$ cat src/rtl/mig_seq_pkg.sv
// Shared definitions for the MIG power-up / recovery sequencer:
// state encoding (also the o_State debug value) and retry counter width.
package mig_seq_pkg;

    localparam logic [2:0] ST_WAIT_LOCK  = 3'd0;
    localparam logic [2:0] ST_HOLD_RESET = 3'd1;
    localparam logic [2:0] ST_WAIT_CALIB = 3'd2;
    localparam logic [2:0] ST_RUNNING    = 3'd3;
    localparam logic [2:0] ST_FAULT      = 3'd4;

    localparam int RETRY_W = 2;

endpackage

$ cat src/rtl/sync_2ff.sv
// Parameterized-width two-flop synchronizer for asynchronous single-bit
// level signals; each bit is synchronized independently.
module sync_2ff #(
    parameter int WIDTH = 1
) (
    input  logic             clk_i,
    input  logic             rst_i,
    input  logic [WIDTH-1:0] d_i,
    output logic [WIDTH-1:0] q_o
);

    logic [WIDTH-1:0] meta_q;
    logic [WIDTH-1:0] sync_q;

    // Two-stage capture; the first stage may go metastable and is never used directly.
    always_ff @(posedge clk_i) begin
        if (rst_i) begin
            meta_q <= {WIDTH{1'b0}};
            sync_q <= {WIDTH{1'b0}};
        end else begin
            meta_q <= d_i;
            sync_q <= meta_q;
        end
    end

    assign q_o = sync_q;

endmodule

$ cat src/rtl/mig_init_sequencer.sv
// Power-up and recovery sequencer for the DDR MIG: lock filter, reset hold,
// calibration wait with bounded retries. Optional MIG_LOCK_LOSS_RECOVERY_EN.
module mig_init_sequencer
    import mig_seq_pkg::*;
#(
    parameter int unsigned COUNTER_WIDTH        = 24,
    parameter int unsigned LOCK_FILTER_CYCLES   = 256,
    parameter int unsigned HOLD_CYCLES          = 40000,
    parameter int unsigned CALIB_TIMEOUT_CYCLES = 4000000,
    parameter int unsigned MAX_RETRIES          = 3
) (
    input  logic               i_Clock,
    input  logic               i_Reset,
    input  logic               i_Pll_Locked,
    input  logic               i_Init_Calib_Complete,
    output logic               o_Mig_Reset,
    output logic               o_System_Ready,
    output logic               o_Fault,
    output logic [RETRY_W-1:0] o_Retry_Count,
    output logic [2:0]         o_State
);

    localparam longint unsigned CNT_LIMIT = 64'd1 << COUNTER_WIDTH;

    if ((LOCK_FILTER_CYCLES == 32'd0) || (64'(LOCK_FILTER_CYCLES) >= CNT_LIMIT)) begin : g_bad_lock
        $error("LOCK_FILTER_CYCLES must be nonzero and fit in COUNTER_WIDTH");
    end
    if ((HOLD_CYCLES == 32'd0) || (64'(HOLD_CYCLES) >= CNT_LIMIT)) begin : g_bad_hold
        $error("HOLD_CYCLES must be nonzero and fit in COUNTER_WIDTH");
    end
    if ((CALIB_TIMEOUT_CYCLES == 32'd0) || (64'(CALIB_TIMEOUT_CYCLES) >= CNT_LIMIT)) begin : g_bad_calib
        $error("CALIB_TIMEOUT_CYCLES must be nonzero and fit in COUNTER_WIDTH");
    end
    if (MAX_RETRIES >= (32'd1 << RETRY_W)) begin : g_bad_retry
        $error("MAX_RETRIES must fit in the retry counter");
    end

    localparam logic [COUNTER_WIDTH-1:0] CNT_ZERO   = {COUNTER_WIDTH{1'b0}};
    localparam logic [COUNTER_WIDTH-1:0] CNT_ONE    = COUNTER_WIDTH'(32'd1);
    localparam logic [COUNTER_WIDTH-1:0] LOCK_LAST  = COUNTER_WIDTH'(LOCK_FILTER_CYCLES - 32'd1);
    localparam logic [COUNTER_WIDTH-1:0] HOLD_LAST  = COUNTER_WIDTH'(HOLD_CYCLES - 32'd1);
    localparam logic [COUNTER_WIDTH-1:0] CALIB_LAST = COUNTER_WIDTH'(CALIB_TIMEOUT_CYCLES - 32'd1);
    localparam logic [RETRY_W-1:0]       RETRY_MAX  = RETRY_W'(MAX_RETRIES);
    localparam logic [RETRY_W-1:0]       RETRY_ONE  = RETRY_W'(32'd1);

    logic [1:0]               sync_s;
    logic                     lock_s;
    logic                     calib_s;
    logic                     timeout_s;

    logic [2:0]               state_q;
    logic [2:0]               state_d;
    logic [COUNTER_WIDTH-1:0] cnt_q;
    logic [COUNTER_WIDTH-1:0] cnt_d;
    logic [RETRY_W-1:0]       retry_q;
    logic [RETRY_W-1:0]       retry_d;
    logic                     mig_rst_q;
    logic                     ready_q;
    logic                     fault_q;

    sync_2ff #(
        .WIDTH (2)
    ) u_sync (
        .clk_i (i_Clock),
        .rst_i (i_Reset),
        .d_i   ({i_Init_Calib_Complete, i_Pll_Locked}),
        .q_o   (sync_s)
    );

    assign lock_s  = sync_s[0];
    assign calib_s = sync_s[1];

    // Next-state, shared counter and retry bookkeeping.
    always_comb begin
        state_d   = state_q;
        cnt_d     = cnt_q;
        retry_d   = retry_q;
        timeout_s = 1'b0;

        case (state_q)
            ST_WAIT_LOCK: begin
                if (lock_s) begin
                    if (cnt_q == LOCK_LAST) begin
                        state_d = ST_HOLD_RESET;
                        cnt_d   = CNT_ZERO;
                    end else begin
                        cnt_d = cnt_q + CNT_ONE;
                    end
                end else begin
                    cnt_d = CNT_ZERO;
                end
            end
            ST_HOLD_RESET: begin
                if (!lock_s) begin
                    state_d = ST_WAIT_LOCK;
                    cnt_d   = CNT_ZERO;
                end else if (cnt_q == HOLD_LAST) begin
                    state_d = ST_WAIT_CALIB;
                    cnt_d   = CNT_ZERO;
                end else begin
                    cnt_d = cnt_q + CNT_ONE;
                end
            end
            ST_WAIT_CALIB: begin
                // Lock loss beats calibration, which beats timeout.
                if (!lock_s) begin
                    state_d = ST_WAIT_LOCK;
                    cnt_d   = CNT_ZERO;
                end else if (calib_s) begin
                    state_d = ST_RUNNING;
                    cnt_d   = CNT_ZERO;
                end else if (cnt_q == CALIB_LAST) begin
                    timeout_s = 1'b1;
                end else begin
                    cnt_d = cnt_q + CNT_ONE;
                end
            end
            ST_RUNNING: begin
`ifdef MIG_LOCK_LOSS_RECOVERY_EN
                if (!lock_s) begin
                    state_d = ST_WAIT_LOCK;
                    cnt_d   = CNT_ZERO;
                end else if (!calib_s) begin
                    timeout_s = 1'b1;
                end else begin
                    state_d = ST_RUNNING;
                end
`else
                if (!calib_s) begin
                    timeout_s = 1'b1;
                end else begin
                    state_d = ST_RUNNING;
                end
`endif
            end
            ST_FAULT: begin
                state_d = ST_FAULT;
            end
            default: begin
                state_d = ST_WAIT_LOCK;
                cnt_d   = CNT_ZERO;
            end
        endcase

        // A calibration loss in RUNNING is handled exactly like a timeout.
        if (timeout_s) begin
            cnt_d = CNT_ZERO;
            if (retry_q == RETRY_MAX) begin
                state_d = ST_FAULT;
            end else begin
                retry_d = retry_q + RETRY_ONE;
                state_d = ST_HOLD_RESET;
            end
        end else begin
            retry_d = retry_q;
        end
    end

    // State, counter and outputs; outputs are decoded from the next state so they track o_State.
    always_ff @(posedge i_Clock) begin
        if (i_Reset) begin
            state_q   <= ST_WAIT_LOCK;
            cnt_q     <= CNT_ZERO;
            retry_q   <= {RETRY_W{1'b0}};
            mig_rst_q <= 1'b0;
            ready_q   <= 1'b0;
            fault_q   <= 1'b0;
        end else begin
            state_q   <= state_d;
            cnt_q     <= cnt_d;
            retry_q   <= retry_d;
            mig_rst_q <= (state_d == ST_WAIT_CALIB) || (state_d == ST_RUNNING);
            ready_q   <= (state_d == ST_RUNNING);
            fault_q   <= (state_d == ST_FAULT);
        end
    end

    assign o_Mig_Reset    = mig_rst_q;
    assign o_System_Ready = ready_q;
    assign o_Fault        = fault_q;
    assign o_Retry_Count  = retry_q;
    assign o_State        = state_q;

endmodule

$ cat config.mk
export PLATFORM = sky130hd
export DESIGN_NAME = mig_init_sequencer
export DESIGN_NICKNAME = d
export VERILOG_FILES = /design/src/rtl/mig_seq_pkg.sv /design/src/rtl/sync_2ff.sv /design/src/rtl/mig_init_sequencer.sv
export SDC_FILE = /design/constraint.sdc
export NUM_CORES = 1
export LEC_CHECK = 0
export BUFFER_PORTS_ARGS = -buffer_cell sky130_fd_sc_hd__buf_2
export CORE_ASPECT_RATIO = 0.6
export CORE_MARGIN = 4
export CORE_UTILIZATION = 35
export CTS_CLUSTER_SIZE = 40
export DETAILED_ROUTE_END_ITERATION = 10
export PLACE_DENSITY = 0.57
export SLEW_MARGIN = 20
export SYNTH_ARGS = -nofsm -noshare
export SYNTH_HDL_FRONTEND = slang
export SYNTH_SLANG_ARGS = --single-unit
export TNS_END_PERCENT = 50
$ cat constraint.sdc
create_clock -name i_Clock -period 2.52 [get_ports i_Clock]
set_input_delay 0.126 -clock i_Clock [delete_from_list [all_inputs] [get_ports i_Clock]]
set_output_delay 0.126 -clock i_Clock [all_outputs]
set_load 0.03 [all_outputs]
==> results of run 1 <==
worst max path at each step:
stage / slack, ns / start / to / depth (start not counted)
floorplan: 0.08 / o_State[1] / cnt_q[7] / 8
global placement: 0.19 / cnt_q[17] / cnt_q[5] / 6
detailed placement: 0.13 / cnt_q[0] / cnt_q[9] / 7
CTS: 0.12 / cnt_q[0] / cnt_q[9] / 7
global route: 0.04 / cnt_q[0] / cnt_q[15] / 8
finish: 0.16 / cnt_q[17] / cnt_q[9] / 6
power groups by stage:
stage	Combinational, mW	Clock, mW	Sequential, mW
global route	0.0383	0.761	0.575
finish	0.0350	0.721	0.575
floorplan	0.0241	0	0.587
CTS	0.0347	0.728	0.574
detailed placement	0.0345	0	0.588
global placement	0.0343	0	0.588
flip-flops by register name, summed over array words and instances, names as in the netlist:
signal,cells
u_sync.q_o,2
o_Fault,1
o_State,3
cnt_q,24
u_sync.meta_q,2
o_Mig_Reset,1
o_System_Ready,1
o_Retry_Count,2
layout make-up:
cell class | count | area share, %
multi-input cells | 204 | 50.9
flip-flops and latches | 36 | 29.8
well taps | 80 | 4.13
repair buffers | 28 | 8.06
clock buffers | 5 | 2.84
inverters | 4 | 0.620
clock inverters | 3 | 3.72
cell usage after synthesis (all sizes together) (2+ instances only):
master,count,area share (%)
nand2,28,5.1
inv,4,0.74
o21ai,5,1.2
dfxtp,36,35
or3b,2,0.86
and4,3,1.5
nand3b,2,0.74
a22oi,3,1.1
a221o,3,1.5
and2,9,2.9
and3,6,2.2
a32oi,6,2.6
or3,3,0.92
or2,3,0.92
nand3,22,5.4
a31oi,8,2.8
nor2,20,3.7
nand4,17,5.2
o31ai,4,1.5
buf,8,2.2
ha,2,1.2
o21a,5,1.8
nor3,17,4.4
nor4,4,2.0
clkbuf,9,1.7
nor2b,6,1.8
a21oi,17,4.2
stage by stage:
| step | instance area [µm²] | setup WS [ns] |
|---|---|---|
| 2_1_floorplan | 2040 | 0.0796 |
| 3_3_place_gp | 2260 | 0.193 |
| 3_5_place_dp | 2260 | 0.126 |
| 4_1_cts | 2420 | 0.123 |
| 5_1_grt | 2420 | 0.0425 |
| 6_report | 2420 | 0.159 |
logic make-up (layout without fill, tap and decap cells):
logic type / Yosys count / count (layout) / synth area share, %
xor gates and xnor gates: 1 / 1 / 0.429
muxes: 1 / 1 / 0.490
buffers and inverters: 21 / 40 / 4.60
AOI/OAI and AO/OA: 53 / 53 / 18.0
and+or+nand+nor: 147 / 147 / 40.0
adders and majority gates: 2 / 2 / 1.23
DFF: 36 / 36 / 35.3
layer usage:
| layer | vias to the layer above | part of all wire [%] |
|---|---|---|
| met5 | - | 0 |
| met4 | 0 | 1.1 |
| met3 | 7 | 8.1 |
| met2 | 80 | 36 |
| met1 | 982 | 55 |
| li1 | 1012 | - |
repair_timing:
item	CTS	global route
endpoints found under the setup margin	0	5
resized for setup	0	1
endpoints found under the hold margin	0	0
worst max-delay path, cell delays in order, from the launching register on:
cell,delay [ns]
dfxtp_1,0.38
or4_4,0.54
nor4_4,0.26
buf_4,0.18
a31oi_2,0.13
and3_1,0.36
a221o_1,0.39
==> results.sh, run 1 <==
export IMPL_hp_start="i_Pll_Locked"
export IMPL_reg2reg_slack_ns=0.16
export IMPL_viasPerCell=5.78
export IMPL_reg2reg_depth=6
export IMPL_clock_skew_ns=0.00474
export IMPL_max_freq_mhz=424
export IMPL_powerDensity_nw_per_um2=549
export IMPL_hold_ws_ns=0.0476
export IMPL_yosys_register_bits=36
export IMPL_synth_avg_cell_area_um2=7.82
export IMPL_r2r_end="cnt_q[9]"
export IMPL_design_portCount=12
export IMPL_max_cap_viol_count=0
export IMPL_max_vdd_ir_drop_v=0.000277
export IMPL_post_route_period_util_pct=93.7
export IMPL_use_met1_pct=28.3
export IMPL_gp_congestion=0.883
export IMPL_reg2reg_from="cnt_q[17]"
export IMPL_drive_above_1_share_pct=19.3
export IMPL_hold_depth=2
export IMPL_setup_violations=0
export IMPL_grt_start_max_net_pins=22
export IMPL_die_area_um2=7160
export IMPL_synth_edf_count=0
export IMPL_dpl_hpwl_mm=4.23
export IMPL_root_buffer="clkbuf_8"
export IMPL_ys_seq_area_share_pct=35.3
export IMPL_initial_core_util_pct=36.3
export IMPL_syn_to_final_growth_pct=18.6
export IMPL_setup_tns_ns=0
export IMPL_final_max_slew_viol_count=0
export IMPL_busiest_layer="met1"
export IMPL_use_met2_pct=19.1
export IMPL_synth_main_ff_cell="dfxtp_1"
export IMPL_cts_buffers=5
export IMPL_clockBufferDepth=2
export IMPL_cts_num_sinks=36
export IMPL_overflow=0
export IMPL_post_cts_setup_buffers=0
export IMPL_critPathKind="reg -> reg"
export IMPL_grt_pass1_vias=1704
export IMPL_antenna_found_initial=0
export IMPL_syn_inst=261
export IMPL_syn_cell_area_um2=2040
export IMPL_first_iter_violations=204
export IMPL_dr_pass1_iters=4
export IMPL_mostFrequentLayoutCells="dfxtp_1 (36), nand2_1 (28), nand3_1 (21), nor2_1 (20)"
export IMPL_drc=0
export IMPL_fin_nets=285
export IMPL_regArea_um2=721
export IMPL_routed_wl_mm=5.78
export IMPL_diodes=0
export IMPL_tritoncts="built"
export IMPL_p_int_mw=1.08
export IMPL_design_core_area_um2=5620
export IMPL_p_leak_nw=0.849
export IMPL_fillers=578
export IMPL_ys_warn_count=0
export IMPL_outcome="finished, final reports clean"
export IMPL_switching_share_pct=18.9
export IMPL_final_util_pct=43.1
export IMPL_wire_per_inst_um=16.1
export IMPL_finalHoldViolations=0
export IMPL_rsz0062_at_grt="no"
export IMPL_ys_types=47
export IMPL_cts_hold_buf=0
export IMPL_num_rows=21
export IMPL_ant_nets=0
export IMPL_grt_pass1_wl_mm=9.32
export IMPL_min_to="u_sync.meta_q[0]"
export IMPL_power_mw=1.33
export IMPL_worstSkewPairLatency_ns=0.30
export IMPL_crit_path_max_fanout=10
export IMPL_mostFrequentLayoutCell="dfxtp_1"
export IMPL_worst_setup_path_end_kind="flip-flop"
export IMPL_syn_nets=267
export IMPL_die_w_um=107
export IMPL_min_delay_path_class="in -> reg"
export IMPL_stdcell_count=360
export IMPL_critPathRequiredTime_ns=2.71
export IMPL_min_period_ns=2.36
export IMPL_power_frac_seq_pct=43.2
export IMPL_die_y_um=67.2
export IMPL_vias=2081
export IMPL_slew_headroom_pct=63.2
export IMPL_clkTransAtPathRegs_ns=0.08
export IMPL_power_share_clock_pct=54.2
export IMPL_synthArstFlopShare_pct=0
export IMPL_track_usage_pct=17.0
export IMPL_tightest_slew_ns=0.552
export IMPL_placed_cells=352
export IMPL_met3_usage_pct=4.39
export IMPL_p_sw_mw=0.251
export IMPL_io_buffer_count=11
export IMPL_multi_input_area_um2=1230
export IMPL_ctsHtreeMaxLevel=2
export IMPL_start_kind="flip-flop"
export IMPL_p_comb_share_pct=2.6
export IMPL_crit_arrival_ns=2.55
No activity file was read; power rests on OpenSTA's default activity.
==> run 2, diff against run 1 <==
REMOVE_ABC_BUFFERS = 1   (was default)
==> run 2 against run 1 <==
Count of clock-buffer cells in the layout grew 3. Sequential share of layout area grew 0.80 points. Via count shrank 2.4%. Critical path type unchanged.
==> results.sh, run 2 (same netlist as run 1, synthesis figures left out) <==
export IMPL_outcome="finished, final reports clean"
export IMPL_cts_num_sinks=36
export IMPL_mostFrequentLayoutCells="dfxtp_1 (36), nand2_1 (28), nand3_1 (22), nor2_1 (20), buf_4 (20)"
export IMPL_die_area_um2=7160
export IMPL_drc=0
export IMPL_tightest_slew_ns=0.473
export IMPL_die_y_um=67.2
export IMPL_largest_reg_flops=24
export IMPL_slew_headroom_pct=68.2
export IMPL_vias=2031
export IMPL_antenna_found_initial=0
export IMPL_dr_pass1_iters=5
export IMPL_critPathRequiredTime_ns=2.70
export IMPL_reg2reg_depth=6
export IMPL_io_buffer_count=11
export IMPL_clkTransAtPathRegs_ns=0.07
export IMPL_tritoncts="built"
export IMPL_viasPerCell=5.60
export IMPL_r2r_end="cnt_q[9]"
export IMPL_clock_skew_ns=0.00645
export IMPL_crit_arrival_ns=2.59
export IMPL_mostFrequentLayoutCell="dfxtp_1"
export IMPL_num_rows=21
export IMPL_p_sw_mw=0.232
export IMPL_gp_congestion=0.922
export IMPL_crit_path_max_fanout=16
export IMPL_die_w_um=107
export IMPL_p_int_mw=0.806
export IMPL_grt_pass1_vias=1697
export IMPL_syn_to_final_growth_pct=15.5
export IMPL_initial_core_util_pct=36.3
export IMPL_overflow=0
export IMPL_cts_hold_buf=0
export IMPL_crit_end="cnt_q[9]"
export IMPL_powerDensity_nw_per_um2=440
export IMPL_min_delay_path_class="in -> reg"
export IMPL_clockBufferDepth=2
export IMPL_dpl_cell_area_um2=2260
export IMPL_ctsHtreeMaxLevel=2
export IMPL_grt_pass1_wl_mm=9.32
export IMPL_diodes=0
export IMPL_reg2reg_from="cnt_q[14]"
export IMPL_post_route_period_util_pct=95.5
export IMPL_design_core_area_um2=5620
export IMPL_power_mw=1.04
export IMPL_switching_share_pct=22.4
export IMPL_max_cap_viol_count=0
export IMPL_max_freq_mhz=415
export IMPL_drive_above_1_share_pct=19.1
export IMPL_power_share_clock_pct=41.5
export IMPL_reg2reg_slack_ns=0.11
export IMPL_final_max_slew_viol_count=0
export IMPL_startpoint="cnt_q[14]"
export IMPL_first_iter_violations=186
export IMPL_setup_violations=0
export IMPL_wire_per_inst_um=15.9
export IMPL_track_usage_pct=17.0
export IMPL_worstSkewPairLatency_ns=0.29
export IMPL_top_register="cnt_q"
export IMPL_dpl_hpwl_mm=4.28
export IMPL_power_frac_seq_pct=55.3
export IMPL_cts_buffers=5
export IMPL_design_portCount=12
export IMPL_fin_nets=288
export IMPL_max_vdd_ir_drop_v=0.000195
export IMPL_hold_depth=2
export IMPL_fin_area_um2=2360
export IMPL_p_comb_share_pct=3.2
export IMPL_rsz0062_at_grt="no"
export IMPL_grt_start_max_net_pins=22
export IMPL_ant_nets=0
export IMPL_finalHoldViolations=0
export IMPL_worst_setup_path_end_kind="flip-flop"
export IMPL_setup_tns_ns=0
export IMPL_root_buffer="clkbuf_8"
export IMPL_p_leak_nw=0.828
export IMPL_min_period_ns=2.41
export IMPL_critPathKind="reg -> reg"
export IMPL_start_kind="flip-flop"
export IMPL_routed_wl_mm=5.76
-- run 2: power groups by stage --
| stage | Combinational [mW] | Sequential (mW) | Clock [mW] |
|---|---|---|---|
| 5_1_grt | 0.0361 | 0.574 | 0.475 |
| 3_5_place_dp | 0.0324 | 0.587 | 0 |
| 3_3_place_gp | 0.0317 | 0.587 | 0 |
| 6_report | 0.0328 | 0.574 | 0.431 |
| 4_1_cts | 0.0325 | 0.574 | 0.440 |
| 2_1_floorplan | 0.0185 | 0.587 | 0 |
-- run 2: worst min-delay path by stage --
stage,from,endpoint
6_report,i_Init_Calib_Complete,u_sync.meta_q[1]
3_3_place_gp,i_Pll_Locked,u_sync.meta_q[0]
3_5_place_dp,i_Init_Calib_Complete,u_sync.meta_q[1]
5_1_grt,i_Init_Calib_Complete,u_sync.meta_q[1]
2_1_floorplan,i_Reset,o_Fault
4_1_cts,i_Init_Calib_Complete,u_sync.meta_q[1]
-- run 2: area by class of cell --
class | count | area, µm²
Fill cell | 583 | 3260
Multi-Input combinational cell | 204 | 1230
Sequential cell | 36 | 721
Timing Repair Buffer | 31 | 205
Tap cell | 80 | 100
Clock buffer | 8 | 90.1
Inverter | 4 | 15.0
-- run 2: metal layers --
metal	part of all wire (%)	global-route usage [%]	up-vias	wire (µm)
li1	-	-	1006	-
met1	56	28.3	938	3220
met2	34	19.5	82	1960
met3	9.7	5.44	5	561
met4	0.47	3.67	0	27
met5	0	0	-	0
-- run 2: worst max-delay path, cell delays in order (launching register included) --
cell	delay [ns]
dfxtp_1	0.34
or4_4	0.55
nor4_4	0.42
and4_4	0.30
o22ai_4	0.14
and3_4	0.24
a221o_1	0.31
-- run 2: through the flow --
| step | hold WS (ns) | util [%] | setup slack [ns] | cells |
|---|---|---|---|---|
| floorplan | 0.195 | - | 0.142 | 244 |
| global placement | 0.337 | 40.2 | 0.215 | 354 |
| detailed placement | 0.344 | 40.2 | 0.159 | 354 |
| CTS | 0.0471 | 41.8 | 0.144 | 362 |
| global route | 0.0486 | 41.9 | 0.00888 | 363 |
| finish | 0.0504 | 41.9 | 0.113 | 363 |
-- run 2: what timing repair did --
item                                    CTS  global route
gates resized for setup                   0             0
buffers inserted                          0             1
hold endpoints to repair                  0             0
endpoints found under the setup margin    0             2
